--- src/rtl/event_encoder_nbit_pkg.sv ---
// Shared helpers for the event encoder: width helper, one-hot expansion and
// the reset value of the round-robin pointer.
package encoder_pkg;

  localparam int MAX_W = 256;

  // All ones so that the first round-robin search starts at index 0.
  localparam logic [31:0] RR_LAST_RESET = 32'hFFFF_FFFF;

  function automatic int clog2(input int value);
    int result;
    int rem;
    result = 0;
    rem    = value - 1;
    while (rem > 0) begin
      result = result + 1;
      rem    = rem >> 1;
    end
    return result;
  endfunction

  function automatic logic [MAX_W-1:0] onehot(input int unsigned index);
    logic [MAX_W-1:0] one;
    one = {{(MAX_W-1){1'b0}}, 1'b1};
    return one << index;
  endfunction

endpackage

--- src/rtl/event_encoder_nbit_if.sv ---
// Request/handshake bundle between the event encoder and its producer/consumer.
interface event_encoder_nbit_if #(
  parameter int N = 3
);
  logic                enable;
  logic [(1<<N)-1:0]   req;
  logic                ready;
  logic                valid;
  logic [N-1:0]        idx;
  logic                busy;
  logic                drop;

  modport master (
    input  enable, req, ready,
    output valid, idx, busy, drop
  );

  modport slave (
    output enable, req, ready,
    input  valid, idx, busy, drop
  );
endinterface

--- src/rtl/event_encoder_nbit_prio_pick.sv ---
// Combinational wrap-around priority search: finds the first set bit of vec
// at or after start, scanning upward modulo 2**N.
module prio_pick #(
  parameter int N = 3
) (
  input  logic [(1<<N)-1:0] vec,
  input  logic [N-1:0]      start,
  output logic              found,
  output logic [N-1:0]      index
);
  localparam int W = 1 << N;

  logic [W-1:0] rot;
  logic [N-1:0] pos;

  // Rotate so that bit "start" lands at position 0; N-bit addition wraps.
  for (genvar gi = 0; gi < W; gi++) begin : g_rot
    assign rot[gi] = vec[N'(gi) + start];
  end

  always_comb begin
    pos = '0;
    for (int i = W - 1; i >= 0; i--) begin
      if (rot[i]) begin
        pos = N'(i);
      end
    end
  end

  assign found = |vec;
  assign index = pos + start;

endmodule

--- src/rtl/event_encoder_nbit.sv ---
// Latches 2**N event strobes into a pending register and issues them as N-bit
// indices over valid/ready, in fixed-priority or round-robin order.
module event_encoder_nbit #(
  parameter int N  = 3,
  parameter bit RR = 1'b0
) (
  input  logic                clk,
  input  logic                reset_n,
  event_encoder_nbit_if.master bus
);
  import encoder_pkg::*;

  localparam int W     = 1 << N;
  localparam int IDX_W = clog2(W);

  logic [W-1:0]     pending_reg;
  logic             valid_reg;
  logic [N-1:0]     idx_reg;
  logic [N-1:0]     last_reg;
  logic             drop_reg;

  logic [W-1:0]     cap;
  logic [W-1:0]     cand;
  logic [W-1:0]     pick_mask;
  logic [N-1:0]     start;
  logic [IDX_W-1:0] pick_idx;
  logic             found;
  logic             load;

  assign cap       = bus.enable ? bus.req : '0;
  assign cand      = pending_reg | cap;
  assign start     = RR ? (last_reg + N'(1)) : '0;
  assign load      = ~valid_reg | bus.ready;
  assign pick_mask = W'(onehot(32'(pick_idx)));

  prio_pick #(.N(N)) u_pick (
    .vec   (cand),
    .start (start),
    .found (found),
    .index (pick_idx)
  );

  always_ff @(posedge clk or negedge reset_n) begin
    if (!reset_n) begin
      pending_reg <= '0;
      valid_reg   <= 1'b0;
      idx_reg     <= '0;
      last_reg    <= RR_LAST_RESET[N-1:0];
      drop_reg    <= 1'b0;
    end else begin
      // Merges are counted against pending bits only, not the held index.
      drop_reg <= |(cap & pending_reg);
      if (load) begin
        if (found) begin
          idx_reg     <= pick_idx;
          valid_reg   <= 1'b1;
          pending_reg <= cand & ~pick_mask;
          last_reg    <= pick_idx;
        end else begin
          valid_reg   <= 1'b0;
          pending_reg <= '0;
        end
      end else begin
        pending_reg <= cand;
      end
    end
  end

  assign bus.valid = valid_reg;
  assign bus.idx   = idx_reg;
  assign bus.drop  = drop_reg;
  assign bus.busy  = (|pending_reg) | valid_reg;

endmodule

--- src/flat_wrapper.sv ---
// flat-port wrapper written by rule: the top's interface ports become plain ports
module event_encoder_nbit_flat import encoder_pkg::*;
#(
  parameter int N  = 3,
  parameter bit RR = 1'b0
)
  (clk, reset_n, bus_enable, bus_req, bus_ready, bus_valid, bus_idx, bus_busy, bus_drop);
  event_encoder_nbit_if #(.N(N)) bus_i ();
  input  logic clk;
  input  logic reset_n;
  input wire logic [$bits(bus_i.enable)-1:0] bus_enable;
  input wire logic [$bits(bus_i.req)-1:0] bus_req;
  input wire logic [$bits(bus_i.ready)-1:0] bus_ready;
  output wire logic [$bits(bus_i.valid)-1:0] bus_valid;
  output wire logic [$bits(bus_i.idx)-1:0] bus_idx;
  output wire logic [$bits(bus_i.busy)-1:0] bus_busy;
  output wire logic [$bits(bus_i.drop)-1:0] bus_drop;
  assign bus_i.enable = bus_enable;
  assign bus_i.req = bus_req;
  assign bus_i.ready = bus_ready;
  assign bus_valid = bus_i.valid;
  assign bus_idx = bus_i.idx;
  assign bus_busy = bus_i.busy;
  assign bus_drop = bus_i.drop;
  event_encoder_nbit #(.N(N), .RR(RR)) u_core (.clk(clk), .reset_n(reset_n), .bus(bus_i));
endmodule
--- config.mk ---
export PLATFORM = sky130hd
export DESIGN_NAME = event_encoder_nbit_flat
export DESIGN_NICKNAME = d
export VERILOG_FILES = /design/src/rtl/event_encoder_nbit_pkg.sv /design/src/rtl/event_encoder_nbit_if.sv /design/src/rtl/event_encoder_nbit_prio_pick.sv /design/src/rtl/event_encoder_nbit.sv /design/src/flat_wrapper.sv
export SDC_FILE = /design/constraint.sdc
export NUM_CORES = 1
export LEC_CHECK = 0
export ABC_CLOCK_PERIOD_IN_PS = 6800
export CAP_MARGIN = 0
export CORE_MARGIN = 5
export CORE_UTILIZATION = 32
export CTS_BUF_LIST = sky130_fd_sc_hd__clkbuf_4 sky130_fd_sc_hd__clkbuf_8 sky130_fd_sc_hd__clkbuf_16
export DETAILED_ROUTE_END_ITERATION = 10
export PLACE_DENSITY = 0.55
export SYNTH_ARGS = -nofsm -noshare
export SYNTH_HDL_FRONTEND = slang
export SYNTH_HIERARCHICAL = 1
export SYNTH_SLANG_ARGS = --single-unit
--- constraint.sdc ---
create_clock -name clk -period 6.8 [get_ports clk]
set_input_delay 1.02 -clock clk [delete_from_list [all_inputs] [get_ports clk]]
set_output_delay 1.02 -clock clk [all_outputs]
set_load 0.03 [all_outputs]
## Word-level counts from Yosys, hierarchy flattened

Index checks and enable logic that the tools add are counted.

- Mux-type cells: 12
- $add $sub $neg: 0
- Bitwise operators: 7
- Order comparisons: 0
- Equality and inequality tests: 0
- Reduce and logical (&&, ||, !) cells: 4
- Multipliers: 0
- Shift operators: 1
- Div/mod/pow operators: 0

Operators by type and width:

| cell | number |
|---|---|
| $mux W3 | 8 |
| $mux W8 | 3 |
| $reduce_or A8 Y1 | 3 |
| $and A8 B8 Y8 | 2 |
| $not A8 Y8 | 1 |
| $or A8 B8 Y8 | 1 |
| $shl A1 B3 Y8 const A | 1 |
| $or A1 B1 Y1 | 2 |
| $reduce_and A2 Y1 | 1 |
| $mux W1 | 1 |
| $not A1 Y1 | 1 |

- Memory bits (writable): 0
- Latch bits: 0
- Flip-flop bits (word level): 13
- Output and inout bits: 6
- Bits of input ports: 12
- Bits in read-only memories: 0
- Memories kept: 0

## Logic depth before layout (Yosys ltp)

Gate-level depths: netlist of the first run.

- Depth after elaboration: 15
- Gate-level depth with buffers: 19
- Depth with buffers taken out: 16

## Hierarchy

The synthesis of the first run kept the hierarchy.

By module, submodules not included:

| module | area each (sq um) | cells each | times used | seq. area each (sq um) |
|---|---|---|---|---|
| event_encoder_nbit | 686.9 | 62 | 1 | 325.3 |
| prio_pick | 623.1 | 66 | 1 | 0.0 |

## Least setup slack after synthesis of the first run

No wires, ideal clock.

- Path type: input -> register
- Start point: in bus_enable
- End point: reg u_core.pending_reg[2]
- Arrival time: 3,142 ps
- Slack: 3,529 ps
- Required time: 6,671 ps
- Path buffers: 1
- Stages on the path: 12
- Path through: buf_2 a21o_1 mux4_1 nor2_1 a32o_1 a21o_1 nand2_1 fa_1 inv_1 nand2b_1 o21ai_0 a21boi_0

- Elaborated cells between the ends (all ways): 16
- Those cells by class: shift: 1; mux: 11; bitwise: 3; reduce/logical: 1

RTL lines:

| item | line | text |
|---|---|---|
| from (decl) | flat_wrapper.sv:11 | `input wire logic [$bits(bus_i.enable)-1:0] bus_enable;` |
| $mux W8 | event_encoder_nbit.sv:30 | `assign cap = bus.enable ? bus.req : '0;` |
| $or A8 B8 Y8 | event_encoder_nbit.sv:31 | `assign cand = pending_reg \| cap;` |
| via u_core.cand[4] | event_encoder_nbit.sv:23 | `logic [W-1:0] cand;` |
| $mux W3 (5 in series) | event_encoder_nbit_prio_pick.sv:24 | `if (rot[i]) begin` |
| via u_core.pick_idx[1] | event_encoder_nbit.sv:26 | `logic [IDX_W-1:0] pick_idx;` |
| $shl A1 B3 Y8 | event_encoder_nbit_pkg.sv:25 | `return one << index;` |
| $not A8 Y8 | event_encoder_nbit.sv:57 | `pending_reg <= cand & ~pick_mask;` |
| $and A8 B8 Y8 | event_encoder_nbit.sv:57 |  |
| $mux W8 | event_encoder_nbit.sv:54 | `if (found) begin` |
| $mux W8 | event_encoder_nbit.sv:53 | `if (load) begin` |
| to (signal assigned) | event_encoder_nbit.sv:57 |  |
| to (signal assigned) | event_encoder_nbit.sv:64 | `pending_reg <= cand;` |
| to (decl) | event_encoder_nbit.sv:16 | `logic [W-1:0] pending_reg;` |

The timed path passes the listed nets, and every way through them passes these cells.
A chain may end at the register's enable or synchronous reset.

## Final worst setup path of the first run

Same ends and word-level chain as after synthesis.

==> results of run 1 <==
[layout by cell type (no fill, tap or decap), drive strengths merged]
| cell | instances |
|---|---|
| clkdlybuf4s50 | 17 |
| mux2i | 14 |
| dfrtp | 13 |
| mux2 | 10 |
| a21o | 9 |
| a21boi | 9 |
| conb | 9 |
| inv | 8 |
| o21ai | 8 |
| nand2 | 8 |
| nand2b | 4 |
| a22oi | 4 |
| clkbuf | 4 |
| nor4 | 3 |
| a21oi | 3 |
| ha | 3 |
| mux4 | 3 |
| xnor2 | 3 |
| o31ai | 2 |
| nor2 | 2 |
| nand3 | 2 |
| o221ai | 2 |
| a41oi | 1 |
| nor3 | 1 |
| or2b | 1 |
| xor2 | 1 |
| and2b | 1 |
| o22ai | 1 |
| a32o | 1 |
| a32oi | 1 |
| o2111ai | 1 |
| fa | 1 |
[power breakdown]
group          leakage (nW)  internal (mW)  switching (mW)
Clock                0.0262         0.0454          0.0270
Sequential            0.136          0.107          0.0237
Combinational         0.482          0.113           0.133
Total                 0.645          0.266           0.184
[area by class of cell]
| class | count | area (sq um) |
|---|---|---|
| tap | 50 | 62.56 |
| timing repair buffer | 17 | 170.2 |
| clock buffer | 4 | 48.80 |
| inverter | 8 | 30.03 |
| fill | 391 | 2439 |
| multi-input combinational | 108 | 895.9 |
| sequential | 13 | 325.3 |
[routing by layer]
metal | up-vias | global-route usage | wire length (um)
li1 | 512 | - | -
met1 | 529 | 0.1690 | 1413
met2 | 14 | 0.1791 | 1290
met3 | 2 | 0.03378 | 106
met4 | 0 | 0.03622 | 27
met5 | - | 0 | 0
[worst paths after layout]
path | end | slack (ps) | cells past startpoint
worst max-delay path | u_core/pending_reg[2] | 3030 | 12
worst min-delay path | u_core/bus.idx[1] | 510 | 1
worst max register to register | u_core/pending_reg[2] | 4030 | 11
worst min register to register | u_core/bus.idx[1] | 510 | 1
max in group asynchronous | u_core/bus.drop | 5270 | 1
min in group asynchronous | u_core/bus.idx[1] | 1150 | 1
[logic make-up after synthesis]
family | Yosys count | synth area share
other | 1 | 0.002863
DFF | 13 | 0.2483
xor gates and xnor gates | 4 | 0.04108
adders and majority gates | 4 | 0.04394
muxes | 27 | 0.2560
and+or+nand+nor | 22 | 0.09169
buffers and inverters | 15 | 0.09073
AOI/OAI and AO/OA | 42 | 0.2254
[stage by stage]
step	instance area, sq um	std cells	total power, mW
5_1_grt	1533	200	0.4907
6_report	1533	200	0.4496
3_3_place_gp	1484	196	0.3749
3_5_place_dp	1484	196	0.3751
4_1_cts	1533	200	0.4516
2_1_floorplan	1340	136	0.3108
[worst max-delay path: cells and delay by family]
kind	cells	cell delay [ps]
adder cells (fa/ha/maj)	1	440
buffers and inverters	2	720
AND/OR/NAND/NOR	3	320
multiplexers	1	560
AO/OA/AOI/OAI	5	810
==> run summary, run 1 <==
The worst setup path is captured at a register. The largest single stage delay on the critical path is 560 ps. The critical path is of the input pin to register type.

The worst setup slack after placement is 2833 ps, and the total core area is 3971 sq um. Setup violations remaining at the end of the flow were counted as 0. The critical path goes through clkdlybuf4s50_1, a21o_1, mux4_1, nor2_1, a32o_1, a21o_1, nand2_1, fa_1, inv_1, nand2b_1, o21ai_0, a21boi_0.

The warning count from the yosys run came out at 6. The die covers 5473 sq um. Synthesis produced a netlist whose cell count is 128.

Cell at the root of the clock tree: clkbuf_8. The tree built by TritonCTS fans out to 13 sinks. In this run the tool buffered the top-level ports with 17 buffer cells. In this run the post-CTS setup repair buffer count came out at 0. The tools report the final design utilization as 0.3859. The worst path meets setup with 3030 ps of slack. The run gives 167 as the final net count. For the worst setup path, the data arrival time is 3870 ps. Gates resized during post-CTS repair numbered 0. The overall global routing resource usage was 0.1202; the height of the chip was 73.98 um. The reg-to-reg critical path startpoint was u_core/pending_reg[4]. From synthesis to final layout, the design area changed by 17.00%. The number of global-route vias before repair was 1046; the count of cell types in the netlist was 38. For this run, design rule violations remaining after detail routing come to 0. The largest fanout on the critical path was 9; the global-route wire length before repair was 5009 um.

18 I/O pins were placed. The synthesized area per cell was 10.23 sq um; the portion of the post-synthesis area used by sequential elements was 0.2483. The first routing iteration left 52 violations.

The endpoint required time on the critical path is 6900 ps, and the final cycle utilization of the critical path is 0.5544. For the total global routing overflow, the log shows 0. For the total via count in the routed design, the log shows 1057.

The final wirelength came out at 2838 um. The startpoint of the worst setup timing path was bus_enable. The effective utilization at floorplan is 0.3299.

The dominant cell by count in the synthesized netlist is mux2i_1. Among the stages of the critical path, the cell type that occurs most often is a21o_1. The tools report the count of inserted antenna diode cells as 0. Counting instances in the post-synthesis netlist gives the leading cell types as mux2i_1, dfrtp_1, a21boi_0, a21o_1. The final number of hold-violating endpoints was 0. The tool flagged a number of max-cap violations equal to 0.

Setup repair after global routing left no endpoint under its margin. The clock latency at the later pin of the worst-skew pair was 240 ps. Yosys attributes the largest share of cell area to dfrtp_1, mux2i_1, mux2_2, a21boi_0, a21o_1.

Number of flip-flops under the largest register name: 8. The worst hold path begins at u_core/bus.idx[1]. The type of the most critical hold path was register to register. The floorplan die width was 73.98 um; the maximum achievable frequency was 0.2652 GHz. Detailed placement ended at an HPWL of 2177 um. Across the VDD grid, the largest voltage drop is 0.1818 mV. The async set-reset flop share out of synthesis was 1.000; the maximum buffer depth of the clock tree was 2.

Initial antenna violation count: 0. The final worst clock skew is 1.557 ps. The worst setup path is launched from an input pin.

Share of Yosys cell area claimed by the top area cell type: 0.2483. The cell with the biggest individual delay on the critical path was mux4_1. The run finished with clean final reports.

Subtracting the final worst setup slack from the clock period gives 3770 ps. The synthesized netlist occupies a cell area of 1310 sq um. The congestion estimate from routability-driven global placement came to 0.8939. For this design the ratio of total power to cell area is 293.3 nW/um^2.

Using the TritonRoute via totals, the vias-per-cell ratio works out to 5.285. The worst hold-check slack was 510.8 ps. Buffers inserted to repair hold after CTS numbered 0. For the normalized max-slew margin, the log shows 0.6087. Row generation in the floorplan step produced 23 rows. At the pin with the least slew margin, the transition time is 585.1 ps. The H-tree depth came out at 1. TritonCTS built the clock tree. The ratio of cells with drive above 1 in the final layout works out to 0.1267.

For the final routed database, the setup TNS stands at 0 ps. The primary flip-flop cell chosen by synthesis mapping was dfrtp_1. The number of iterations in the first detailed-routing pass was 4. Entering global routing, the biggest net connects 16 pins. Clock-pin slew was measured on the worst setup and hold paths at 50 ps.

The number of flops mapped to enable cells by yosys was 0; the average routed wire per standard cell was 14.19 um. The max-slew violation total from the final report is 0. In this run the remaining antenna-violating nets after routing total 0. Post-synthesis sequential element count: 13.

Summed over all instances, the cell type with the most area after synthesis is dfrtp_1. Buffers inserted during clock tree synthesis total 3. The analysis attributes to cell leakage a power of 0.6447 nW.
Note: power is estimated with default switching activity, not from simulation.
==> inputs of run 2 (changes only) <==
- ABC_CLOCK_PERIOD_IN_PS: 6800 -> 3100
- PLACE_DENSITY: 0.55 -> 0.57
- clock period: 6.8 -> 3.1 ns (I/O delays scaled with it)
==> run summary, run 2 (synthesis results as in run 1) <==
The root buffer cell chosen for the clock tree is clkbuf_8. The sum of net half-perimeters after detailed placement came out at 2424 um (+11%). The top cell types in the final layout, fill and taps aside, are clkdlybuf4s50_1, buf_4, dfrtp_1, mux2i_1. The vias per cell works out to 5.069 (-4.1%). For the worst path setup slack after routing, the log shows 169.6 ps (-2860 ps). The tools report the global placer's final weighted congestion as 0.8283 (-7.3%). The actual slew at the worst max-slew pin came out at 546.7 ps (-38.48 ps).

The ratio of cells with drive above 1 in the final layout works out to 0.2695 (+0.1428). The logs give 3070 ps (-800 ps) for the critical path arrival and 0.6344 (+0.02573) for the normalized max-slew margin. The power consumption is 1.149 mW (+160%), and the endpoint required time on the critical path is 3240 ps (-3660 ps).

The run gives 1100 (+4.1%) as the total via count in the routed design. The instance area after placement came out at 1604 sq um (+8.1%). For the H-tree depth, the log shows 1 (unchanged). The leakage dissipation is 0.7314 nW (+13%).

The number of core rows came out at 23 (unchanged). The tightest min-delay check is of the register to register type. The tools report the total area of sequential cells as 325.3 sq um (unchanged). The logs give 0 (unchanged) for the count of inserted antenna diode cells and 0 (unchanged) for the total global routing overflow.

The startpoint type of the worst setup path is an input pin. The tools report the worst setup slack after placement as -193.3 ps (-3026 ps). The violation count after the first detailed-route iteration came out at 58 (+12%). The global-route wire length before repair is 5299 um (+5.8%), and the number of flip-flops under the largest register name is 8 (unchanged). The run gives 13 (unchanged) as the total clock sinks. The critical setup path kind was input pin to register.

The height of the chip was 73.98 um (unchanged); the number of endpoints failing setup at the final stage was 0 (unchanged). The flow ran to the end, and the final reports show no timing, DRC or antenna violations. The tools report the initial antenna violation count as 0 (unchanged). The clock latency at the later pin of the worst-skew pair is 250 ps (about the same), and the clock transition at the registers of the reported paths is 60 ps (about the same).

The cell area after layout was 1698 sq um (+11%); the final worst clock skew was 11.06 ps (+9.505 ps). The final number of hold-violating endpoints is 0 (unchanged). The tools report the final wirelength as 3149 um (+11%). Count of unresolved DRC violations after routing: 0 (unchanged). From synthesis to final layout, the design area changed by 29.61%. The final net count was 184 (+10%). Setup repair after global routing could not meet its margin everywhere. The logs give 395 (+1.0%) for the number of fillers in the final layout and 0.3299 (unchanged) for the effective utilization at floorplan. The number of buffers added on ports is 17 (unchanged).

Walking the worst path, the cells encountered are clkdlybuf4s50_1, buf_4, a21o_1, mux2i_1, mux2i_1, o221ai_2, a21oi_2, o21ai_0, a21oi_1, ha_1, buf_4, buf_4, mux2_4. The post-route minimum period came out at 2930 ps. STA classifies the critical path endpoint as a register. The total power divided by cell area came out at 676.8 nW/um^2 (+130%). Maximum buffer depth of the clock tree: 2 (unchanged). Maximum ir drop on the vdd rail: 0.3416 mV (+88%).

For the area of the multi-input gates, the log shows 933.4 sq um (+4.2%). The count of boundary I/O pins is 18 (unchanged), and the final cycle utilization of the critical path is 0.9453. For the number of global-route vias before repair, the log shows 1127 (+7.7%).

The area of the die is 5473 sq um (unchanged). The worst hold-check slack came out at 509.9 ps (-0.9080 ps). The overall global routing resource usage was 0.1217 (+0.001504). The peak per-stage delay on the critical path is 430 ps (-130 ps), and the total clock buffers created by CTS is 3 (unchanged). Total of max-cap violations: 0 (unchanged). The logs give 0 (unchanged) for the max-slew violation total from the final report and 4 (unchanged) for the number of iterations in the first detailed-routing pass. For this design, the slowest cell found on the critical path is clkdlybuf4s50_1. TritonCTS built the clock tree.

The most prevalent standard cell on the critical path is buf_4. The count of antenna-violating nets left after detailed routing is 0 (unchanged). The average routed wire per standard cell came out at 14.51 um (+2.3%).

The floorplan die width came out at 73.98 um (unchanged). Largest fanout on the critical path: 8 (-1). The maximum number of pins on one net before global-route repair is 16 (unchanged). The total core area is 3971 sq um (unchanged).

Static timing analysis puts the maximum clock frequency at 0.3413 GHz.
-- run 2: cell count changes in the layout (fill, tap and decap cells not counted), sizes merged --
cell	previous run	this run
buf	0	17
-- run 2: power breakdown --
group,internal (mW),switching [mW]
Sequential,0.234,0.0526
Clock,0.0994,0.0607
Combinational,0.355,0.348
-- run 2: metal layers --
layer	vias up	GRT usage	wire (um)
met2	16	0.2096	1581
met5	-	0	0
met4	0	0.03219	17
met3	2	0.01351	109
li1	545	-	-
met1	537	0.1620	1440
-- run 2: repair_timing --
item                       CTS  global route
setup buffers                0             1
hold buffers                 0             0
setup endpoints to repair    0             9
gates resized for setup      0            18
-- run 2: per-stage QoR --
| stage | utilization | TNS [ps] | cells |
|---|---|---|---|
| after floorplan | - | 0 | 136 |
| after global placement | 0.4039 | -808.0 | 212 |
| after detailed placement | 0.4039 | -1031 | 212 |
| after CTS | 0.4162 | 0 | 216 |
| after global routing | 0.4275 | -41.01 | 217 |
| final | 0.4275 | 0 | 217 |
-- run 2: final timing paths --
kind	from	end	slack, ps	cells past startpoint
max in group asynchronous	reset_n	u_core/pending_reg[3]	2160	1
min in group asynchronous	reset_n	u_core/bus.idx[1]	570	1
min reg2reg	u_core/bus.idx[1]	u_core/bus.idx[1]	510	1
max reg2reg	u_core/pending_reg[4]	u_core/pending_reg[6]	520	11
max	bus_enable	u_core/bus.idx[0]	170	13
min	u_core/bus.idx[1]	u_core/bus.idx[1]	510	1
-- run 2: final cells by class --
| class | instances | area share |
|---|---|---|
| Timing Repair Buffer | 34 | 0.1754 |
| Sequential cell | 13 | 0.1916 |
| Multi-Input combinational cell | 108 | 0.5497 |
| Inverter | 8 | 0.01769 |
| Tap cell | 50 | 0.03685 |
| Clock buffer | 4 | 0.02874 |
-- run 2: worst max-delay path, delay by kind of cell --
kind                     cells  cell delay (ps)
AO/OA/AOI/OAI                5              710
adder cells (fa/ha/maj)      1              350
buffers and inverters        4              870
multiplexers                 3              670
